### config.mk
export PLATFORM = sky130hd
export DESIGN_NAME = pll_lock_rst_seq_flat
export DESIGN_NICKNAME = d
export VERILOG_FILES = /design/src/rtl/pll_lock_rst_seq_if.sv /design/src/rtl/pll_lock_rst_seq.sv /design/src/flat_wrapper.sv
export SDC_FILE = /design/constraint.sdc
export NUM_CORES = 1
export LEC_CHECK = 0
export ABC_AREA = 1
export CORE_MARGIN = 8
export CORE_UTILIZATION = 55
export DETAILED_ROUTE_END_ITERATION = 10
export PLACE_DENSITY = 0.77
export SETUP_SLACK_MARGIN = 0.5
export SLEW_MARGIN = 15
export SYNTH_ARGS = -nofsm -noshare
export SYNTH_HDL_FRONTEND = slang
export SYNTH_SLANG_ARGS = --single-unit
### constraint.sdc
create_clock -name clk -period 4.8 [get_ports clk]
set_input_delay 1.44 -clock clk [delete_from_list [all_inputs] [get_ports clk]]
set_output_delay 1.44 -clock clk [all_outputs]
set_load 0.05 [all_outputs]
### src/rtl/pll_lock_rst_seq_if.sv
// PLL lock / reset sequencing bundle between the PLL, the sequencer and the SDRAM controller.
// master: the sequencer (consumes lock, drives reset/init/status).
// slave : the environment (drives lock, observes reset/init/status).
interface pll_lock_rst_seq_if #(
    parameter int CNT_W = 8
);
    logic             pll_locked;
    logic             sys_rst_n;
    logic             sdram_init;
    logic             ready;
    logic             lock_lost;
    logic [CNT_W-1:0] relock_cnt;

    modport master (
        input  pll_locked,
        output sys_rst_n, sdram_init, ready, lock_lost, relock_cnt
    );

    modport slave (
        output pll_locked,
        input  sys_rst_n, sdram_init, ready, lock_lost, relock_cnt
    );
endinterface

### src/rtl/pll_lock_rst_seq.sv
// PLL lock reset sequencer: synchronises the raw lock flag, holds downstream reset until lock is
// stable, waits out the SDRAM power-up time, then pulses SDRAM init and reports ready.
// Optional feature macro: PLL_SEQ_RELOCK_CNT_EN (defined -> saturating relock counter,
// undefined -> relock_cnt tied to 0).
module pll_lock_rst_seq #(
    parameter int SYNC_STAGES     = 2,
    parameter int LOCK_STABLE_CYC = 1024,
    parameter int PWRUP_CYC       = 28572,
    parameter int CNT_W           = 8
) (
    input  logic          clk,
    input  logic          rst_n,
    pll_lock_rst_seq_if.master bus
);
    localparam int MAX_CYC = (LOCK_STABLE_CYC > PWRUP_CYC) ? LOCK_STABLE_CYC : PWRUP_CYC;
    localparam int CW      = (MAX_CYC > 1) ? $clog2(MAX_CYC) : 1;
    localparam logic [CW-1:0] STABLE_LAST = CW'(LOCK_STABLE_CYC - 1);
    localparam logic [CW-1:0] PWRUP_LAST  = CW'(PWRUP_CYC - 1);

    typedef enum logic [1:0] {WAIT_LOCK, STABLE, PWRUP_WAIT, RUN} state_t;

    logic [SYNC_STAGES-1:0] sync_q;
    logic                   lock_s;
    state_t                 state_q, state_d;
    logic [CW-1:0]          cnt_q, cnt_d;
    logic                   sys_rst_q, sys_rst_d;
    logic                   init_q, init_d;
    logic                   ready_q, ready_d;
    logic                   lost_q, lost_d;
    logic                   loss;

    // Lock flag synchroniser; the oldest stage is the only one used by the FSM.
    always_ff @(posedge clk or negedge rst_n) begin
        if (!rst_n) sync_q <= '0;
        else        sync_q <= {sync_q[SYNC_STAGES-2:0], bus.pll_locked};
    end

    assign lock_s = sync_q[SYNC_STAGES-1];

    // State, shared counter and registered outputs.
    always_ff @(posedge clk or negedge rst_n) begin
        if (!rst_n) begin
            state_q   <= WAIT_LOCK;
            cnt_q     <= '0;
            sys_rst_q <= 1'b0;
            init_q    <= 1'b0;
            ready_q   <= 1'b0;
            lost_q    <= 1'b0;
        end else begin
            state_q   <= state_d;
            cnt_q     <= cnt_d;
            sys_rst_q <= sys_rst_d;
            init_q    <= init_d;
            ready_q   <= ready_d;
            lost_q    <= lost_d;
        end
    end

    // Next state; loss of lock in PWRUP_WAIT/RUN overrides any terminal count.
    always_comb begin
        state_d = state_q;
        cnt_d   = cnt_q;
        init_d  = 1'b0;
        loss    = 1'b0;
        case (state_q)
            WAIT_LOCK: begin
                if (lock_s) begin
                    state_d = STABLE;
                    cnt_d   = '0;
                end
            end
            STABLE: begin
                if (!lock_s) begin
                    state_d = WAIT_LOCK;
                    cnt_d   = '0;
                end else if (cnt_q == STABLE_LAST) begin
                    state_d = PWRUP_WAIT;
                    cnt_d   = '0;
                end else begin
                    cnt_d   = cnt_q + CW'(1);
                end
            end
            PWRUP_WAIT: begin
                if (!lock_s) begin
                    loss    = 1'b1;
                    state_d = WAIT_LOCK;
                    cnt_d   = '0;
                end else if (cnt_q == PWRUP_LAST) begin
                    state_d = RUN;
                    cnt_d   = '0;
                    init_d  = 1'b1;
                end else begin
                    cnt_d   = cnt_q + CW'(1);
                end
            end
            RUN: begin
                if (!lock_s) begin
                    loss    = 1'b1;
                    state_d = WAIT_LOCK;
                    cnt_d   = '0;
                end
            end
            default: begin
                state_d = WAIT_LOCK;
                cnt_d   = '0;
            end
        endcase
        sys_rst_d = (state_d == PWRUP_WAIT) || (state_d == RUN);
        ready_d   = (state_d == RUN);
        lost_d    = lost_q | (loss && (state_q == RUN));
    end

    assign bus.sys_rst_n  = sys_rst_q;
    assign bus.sdram_init = init_q;
    assign bus.ready      = ready_q;
    assign bus.lock_lost  = lost_q;

`ifdef PLL_SEQ_RELOCK_CNT_EN
    logic [CNT_W-1:0] relock_q;

    // Saturating count of lock losses after reset had been released.
    always_ff @(posedge clk or negedge rst_n) begin
        if (!rst_n)                        relock_q <= '0;
        else if (loss && (relock_q != '1)) relock_q <= relock_q + CNT_W'(1);
    end

    assign bus.relock_cnt = relock_q;
`else
    assign bus.relock_cnt = '0;
`endif
endmodule
### src/flat_wrapper.sv
// flat-port wrapper written by rule: the top's interface ports become plain ports
module pll_lock_rst_seq_flat 
#(
    parameter int SYNC_STAGES     = 2,
    parameter int LOCK_STABLE_CYC = 1024,
    parameter int PWRUP_CYC       = 28572,
    parameter int CNT_W           = 8
)
  (clk, rst_n, bus_pll_locked, bus_sys_rst_n, bus_sdram_init, bus_ready, bus_lock_lost, bus_relock_cnt);
  pll_lock_rst_seq_if #(.CNT_W(CNT_W)) bus_i ();
  input  logic clk;
  input  logic rst_n;
  input wire logic [$bits(bus_i.pll_locked)-1:0] bus_pll_locked;
  output wire logic [$bits(bus_i.sys_rst_n)-1:0] bus_sys_rst_n;
  output wire logic [$bits(bus_i.sdram_init)-1:0] bus_sdram_init;
  output wire logic [$bits(bus_i.ready)-1:0] bus_ready;
  output wire logic [$bits(bus_i.lock_lost)-1:0] bus_lock_lost;
  output wire logic [$bits(bus_i.relock_cnt)-1:0] bus_relock_cnt;
  assign bus_i.pll_locked = bus_pll_locked;
  assign bus_sys_rst_n = bus_i.sys_rst_n;
  assign bus_sdram_init = bus_i.sdram_init;
  assign bus_ready = bus_i.ready;
  assign bus_lock_lost = bus_i.lock_lost;
  assign bus_relock_cnt = bus_i.relock_cnt;
  pll_lock_rst_seq #(.SYNC_STAGES(SYNC_STAGES), .LOCK_STABLE_CYC(LOCK_STABLE_CYC), .PWRUP_CYC(PWRUP_CYC), .CNT_W(CNT_W)) u_core (.clk(clk), .rst_n(rst_n), .bus(bus_i));
endmodule
**Yosys cells after proc, flatten, opt, wreduce, memory -nomap -nowiden**

Cells that the tools add are included.

- Bits in registers: 23
- Bits in latches: 0
- Bits in writable memories: 0
- ROM bits: 0
- Input bits: 3
- Word-level logic and storage cells: 42
- Memories: 0

- Add/subtract/negate cells: 1
- Multiply operators: 0
- Div/mod/pow operators: 0
- Order comparisons: 0
- Equal/unequal tests: 9
- Shifts and indexed selects: 0
- Muxes and demuxes: 19
- Bitwise gates (word level): 1
- Reduce and logical (&&, ||, !) cells: 5

Operators with widths:

| cell | count |
|---|---|
| $mux W15 | 6 |
| $pmux W15 S4 | 1 |
| $add A15 B1 Y15 const B | 1 |
| $eq A15 B10 Y1 const B | 1 |
| $eq A15 B15 Y1 const B | 1 |
| $mux W2 | 6 |
| $eq A2 B2 Y1 const B | 4 |
| $pmux W2 S4 | 1 |
| $mux W1 | 5 |
| $eq A2 B1 Y1 const B | 1 |
| $logic_not A2 Y1 | 1 |
| $ne A2 B1 Y1 const B | 1 |
| $ne A2 B2 Y1 const B | 1 |
| $reduce_and A2 Y1 | 1 |
| $reduce_or A2 Y1 | 1 |
| $logic_and A1 B1 Y1 | 1 |
| $logic_or A1 B1 Y1 | 1 |
| $or A1 B1 Y1 | 1 |

**Depth between registers and ports, before layout**

- Word-level depth: 6
- Mapped depth: 12

**Least setup slack after synthesis**

OpenSTA, ideal clock, no wires.

- Path kind: reg-to-output
- Start: reg u_core.lost_q, in the netlist u_core.bus.lock_lost
- End: out bus_lock_lost
- Arrival: 601 ps
- Required time: 3360 ps
- Path slack: 2759 ps
- Stages on the path, launching flop included: 1
- Path buffers: 0
- Cells stage by stage: dfrtp_1

RTL lines:

| item | RTL line | source |
|---|---|---|
| from (decl) | pll_lock_rst_seq.sv:29 | `logic lost_q, lost_d;` |
| from (signal assigned) | pll_lock_rst_seq.sv:55 | `lost_q <= lost_d;` |
| to (decl) | flat_wrapper.sv:17 | `output wire logic [$bits(bus_i.lock_lost)-1:0] bus_lock_lost;` |

No word-level cell between the ends.

**Final worst setup path**

- Start: reg u_core.lost_q, in the netlist u_core.bus.lock_lost
- End: out bus_lock_lost

No word-level cell between the ends.

==> flow_summary.json <==
{
  "status": "finished clean",
  "port_buffers": 6,
  "drive_gt1_share_pct": 18.0,
  "drtIter0Drc": 103,
  "synth_adder_area_share_pct": 4.85,
  "cts_buffer_depth": 2,
  "synthCells": 199,
  "start_util_pct": 57.1,
  "firstDrtPassIters": 4,
  "cts.sinks": 23,
  "skew_ns": 0.00697,
  "worst-path-max-fanout": 2,
  "synth-main-ff-cell": "dfrtp_1",
  "critPathTopFamily": "buffers and inverters",
  "cts_tree": "yes",
  "die_h_um": 69.0,
  "wl_per_cell_um": 12.2,
  "synthesis.area_mm2": 0.00155,
  "leakagePower_nw": 0.791,
  "crit_path_start_kind": "register",
  "yosys_warnings": 0,
  "post-route-period-util_pct": 61.0,
  "cts.clk_slew.worst_paths_ns": 0.14,
  "finalCoreUtilization_pct": 59.4,
  "die_area_mm2": 0.00477,
  "critPathSlowestCell": "clkdlybuf4s50_1",
  "remaining_drc_errors": 0,
  "fmax_mhz": 341,
  "rsz0062_at_grt": "no",
  "numCtsBuffers": 3,
  "io_pins": 15,
  "p_per_area_mw_per_mm2": 363,
  "synth.area.mux_share_pct": 0,
  "grt_pass1_wl_um": 5150,
  "dp.cells": 233,
  "antenna_left": 0,
  "antenna_found_initial": 0,
  "synth-simple-area-share_pct": 31.0,
  "grt_util_all_layers_pct": 12.4,
  "finalMaxSlewViolations": 0,
  "crit_buf_inv": 1,
  "arrival_ns": 1.49,
  "syn2layout_area_growth_pct": 4.04,
  "synth_top_area_share_pct": 37.2,
  "crit_required_ns": 3.36,
  "cts_resized": 0,
  "worst_setup_path_end_kind": "output pin",
  "slew-limit-headroom_pct": 65.9,
  "die_w_um": 69.0,
  "synthDistinctLibCells": 27,
  "grt_pass1_vias": 1187,
  "hpwl_um": 2240,
  "gp_congestion": 0.847,
  "final_nets": 216,
  "synth_compound_area_share_pct": 9.46,
  "cp_slowest_stage_delay_ns": 0.80,
  "synth_area_leaders": "dfrtp_1, nand2_1, nor2_1, o21ai_2, ha_1",
  "worstSkewPairLatency_ns": 0.32,
  "path_cells": "clkdlybuf4s50_1",
  "ys_seq_area_share_pct": 37.2,
  "fill_cells": 257,
  "hold_viol_final": 0,
  "synth.avg_cell_area_um2": 7.78,
  "tightest_slew_ns": 0.511,
  "synth-edff-count": 0,
  "synth_xor_area_share_pct": 5.09,
  "core-area_mm2": 0.00271,
  "route.vias.total": 1208,
  "synth_most_common_cell": "nand2_1",
  "netlist_top_cells_count": "nand2_1, nor2_1, dfrtp_1, inv_1, nand3_1",
  "cts.htree.levels": 1,
  "synth_top_family_by_area": "simple AND/OR/NAND/NOR gates",
  "grt_max_degree": 24,
  "routed_wl_um": 2900,
  "final_cells": 237,
  "ys_ff_latch": 23,
  "vdd.ir_drop.worst_uv": 313,
  "cts_setup_buffers": 0,
  "finalPower_mw": 0.584,
  "critical_path_class": "register to output pin",
  "cts_hold_buf": 0,
  "overflow": 0,
  "routed_via_density": 5.10,
  "cts-root-buf": "clkbuf_4",
  "rows": 19,
  "synth_async_sr_flop_share_pct": 100,
  "fin_tns_setup_ns": 0,
  "setup_viol": 0,
  "yosysTopAreaCell": "dfrtp_1",
  "drv_cap": 0,
  "n_antenna_cell": 0,
  "hold_class": "register to register",
  "period_needed_ns": 2.93
}
[through the flow]
stage | setup slack (ns) | cell area [um^2] | hold slack (ns)
after floorplan | 2.76 | 1570 | 0.331
after global placement | 2.11 | 1590 | 0.334
after detailed placement | 2.08 | 1590 | 0.346
after CTS | 1.86 | 1620 | 0.377
after global routing | 1.83 | 1610 | 0.382
final | 1.87 | 1610 | 0.373
[cells in the final DEF, fill, tap and decap left out]
master           netlist  final
inv_1                 20     20
a21o_1                 1      1
nand3_1               11     11
buf_2                  1      1
xnor2_1                2      2
ha_1                   6      6
clkinv_1               2      2
a21oi_1                2      2
nor2_2                 5      5
nor2_4                 1      1
nand2_2                4      4
o21ai_4                1      1
clkdlybuf4s50_1        0      5
nand4_1                3      3
or2_2                  1      1
xor2_1                 7      7
o21ai_2               10     10
conb_1                 1      8
nand3_2                1      1
clkbuf_4               0      3
nand2_4                4      4
dfrtp_1               23     23
o21ai_0                5      5
nor2_1                25     25
nand2_1               49     49
clkinv_2               1      2
inv_2                  4      4
[layer usage]
metal / part of all wire [%] / routed length [um] / track usage, % / vias up
li1: - / - / - / 606
met1: 46 / 1330 / 14.4 / 569
met2: 47 / 1360 / 20.9 / 27
met3: 5.4 / 157 / 3.72 / 6
met4: 1.6 / 47 / 4.56 / 0
met5: 0 / 0 / 0 / -
[layout make-up]
class / instances / area [um^2] / area share (%)
inverter: 27 / 103 / 6.37
clock inverter: 1 / 5.00 / 0.311
multi-input combinational: 146 / 811 / 50.3
tap: 31 / 38.8 / 2.41
clock buffer: 3 / 22.5 / 1.40
timing repair buffer: 6 / 55.1 / 3.42
sequential: 23 / 576 / 35.7
[cell families after synthesis]
logic type | count (synthesis)
and+or+nand+nor | 104
buffers and inverters | 37
DFF | 23
AOI/OAI and AO/OA | 19
xor gates and xnor gates | 9
adders and majority gates | 6
other | 1
[worst paths after layout]
kind | from | to | slack, ns | cells past startpoint
setup / recovery | u_core.bus.lock_lost | bus_lock_lost | 1.87 | 1
hold / removal | u_core.sync_q[0] | u_core.sync_q[1] | 0.37 | 0
setup reg to reg | u_core.cnt_q[0] | u_core.cnt_q[12] | 3.15 | 8
hold reg to reg | u_core.sync_q[0] | u_core.sync_q[1] | 0.37 | 0
max in group asynchronous | rst_n | u_core.cnt_q[0] | 3.39 | 1
min in group asynchronous | rst_n | u_core.cnt_q[12] | 1.07 | 1
[worst register-to-register path, delay by kind of cell (launching register included)]
kind	cells	cell delay, ns
compound gates	2	0.29
fa+ha+maj	1	0.22
buf+inv	1	0.05
flops	1	0.43
simple gates	4	0.57
[sequential cells by signal, summed over array words and instances (netlist names)]
| signal | flops |
|---|---|
| u_core.cnt_q | 15 |
| u_core.state_q | 2 |
| u_core.sync_q | 2 |
| u_core.bus.lock_lost | 1 |
| u_core.bus.ready | 1 |
| u_core.bus.sdram_init | 1 |
| u_core.bus.sys_rst_n | 1 |
[report_power, final]
| group | switching [mW] | total (mW) | internal [mW] |
|---|---|---|---|
| combinational | 0.186 | 0.261 | 0.0751 |
| clock | 0.0614 | 0.0926 | 0.0312 |
| sequential | 0.0155 | 0.230 | 0.215 |
No activity file was read; power rests on OpenSTA's default activity.
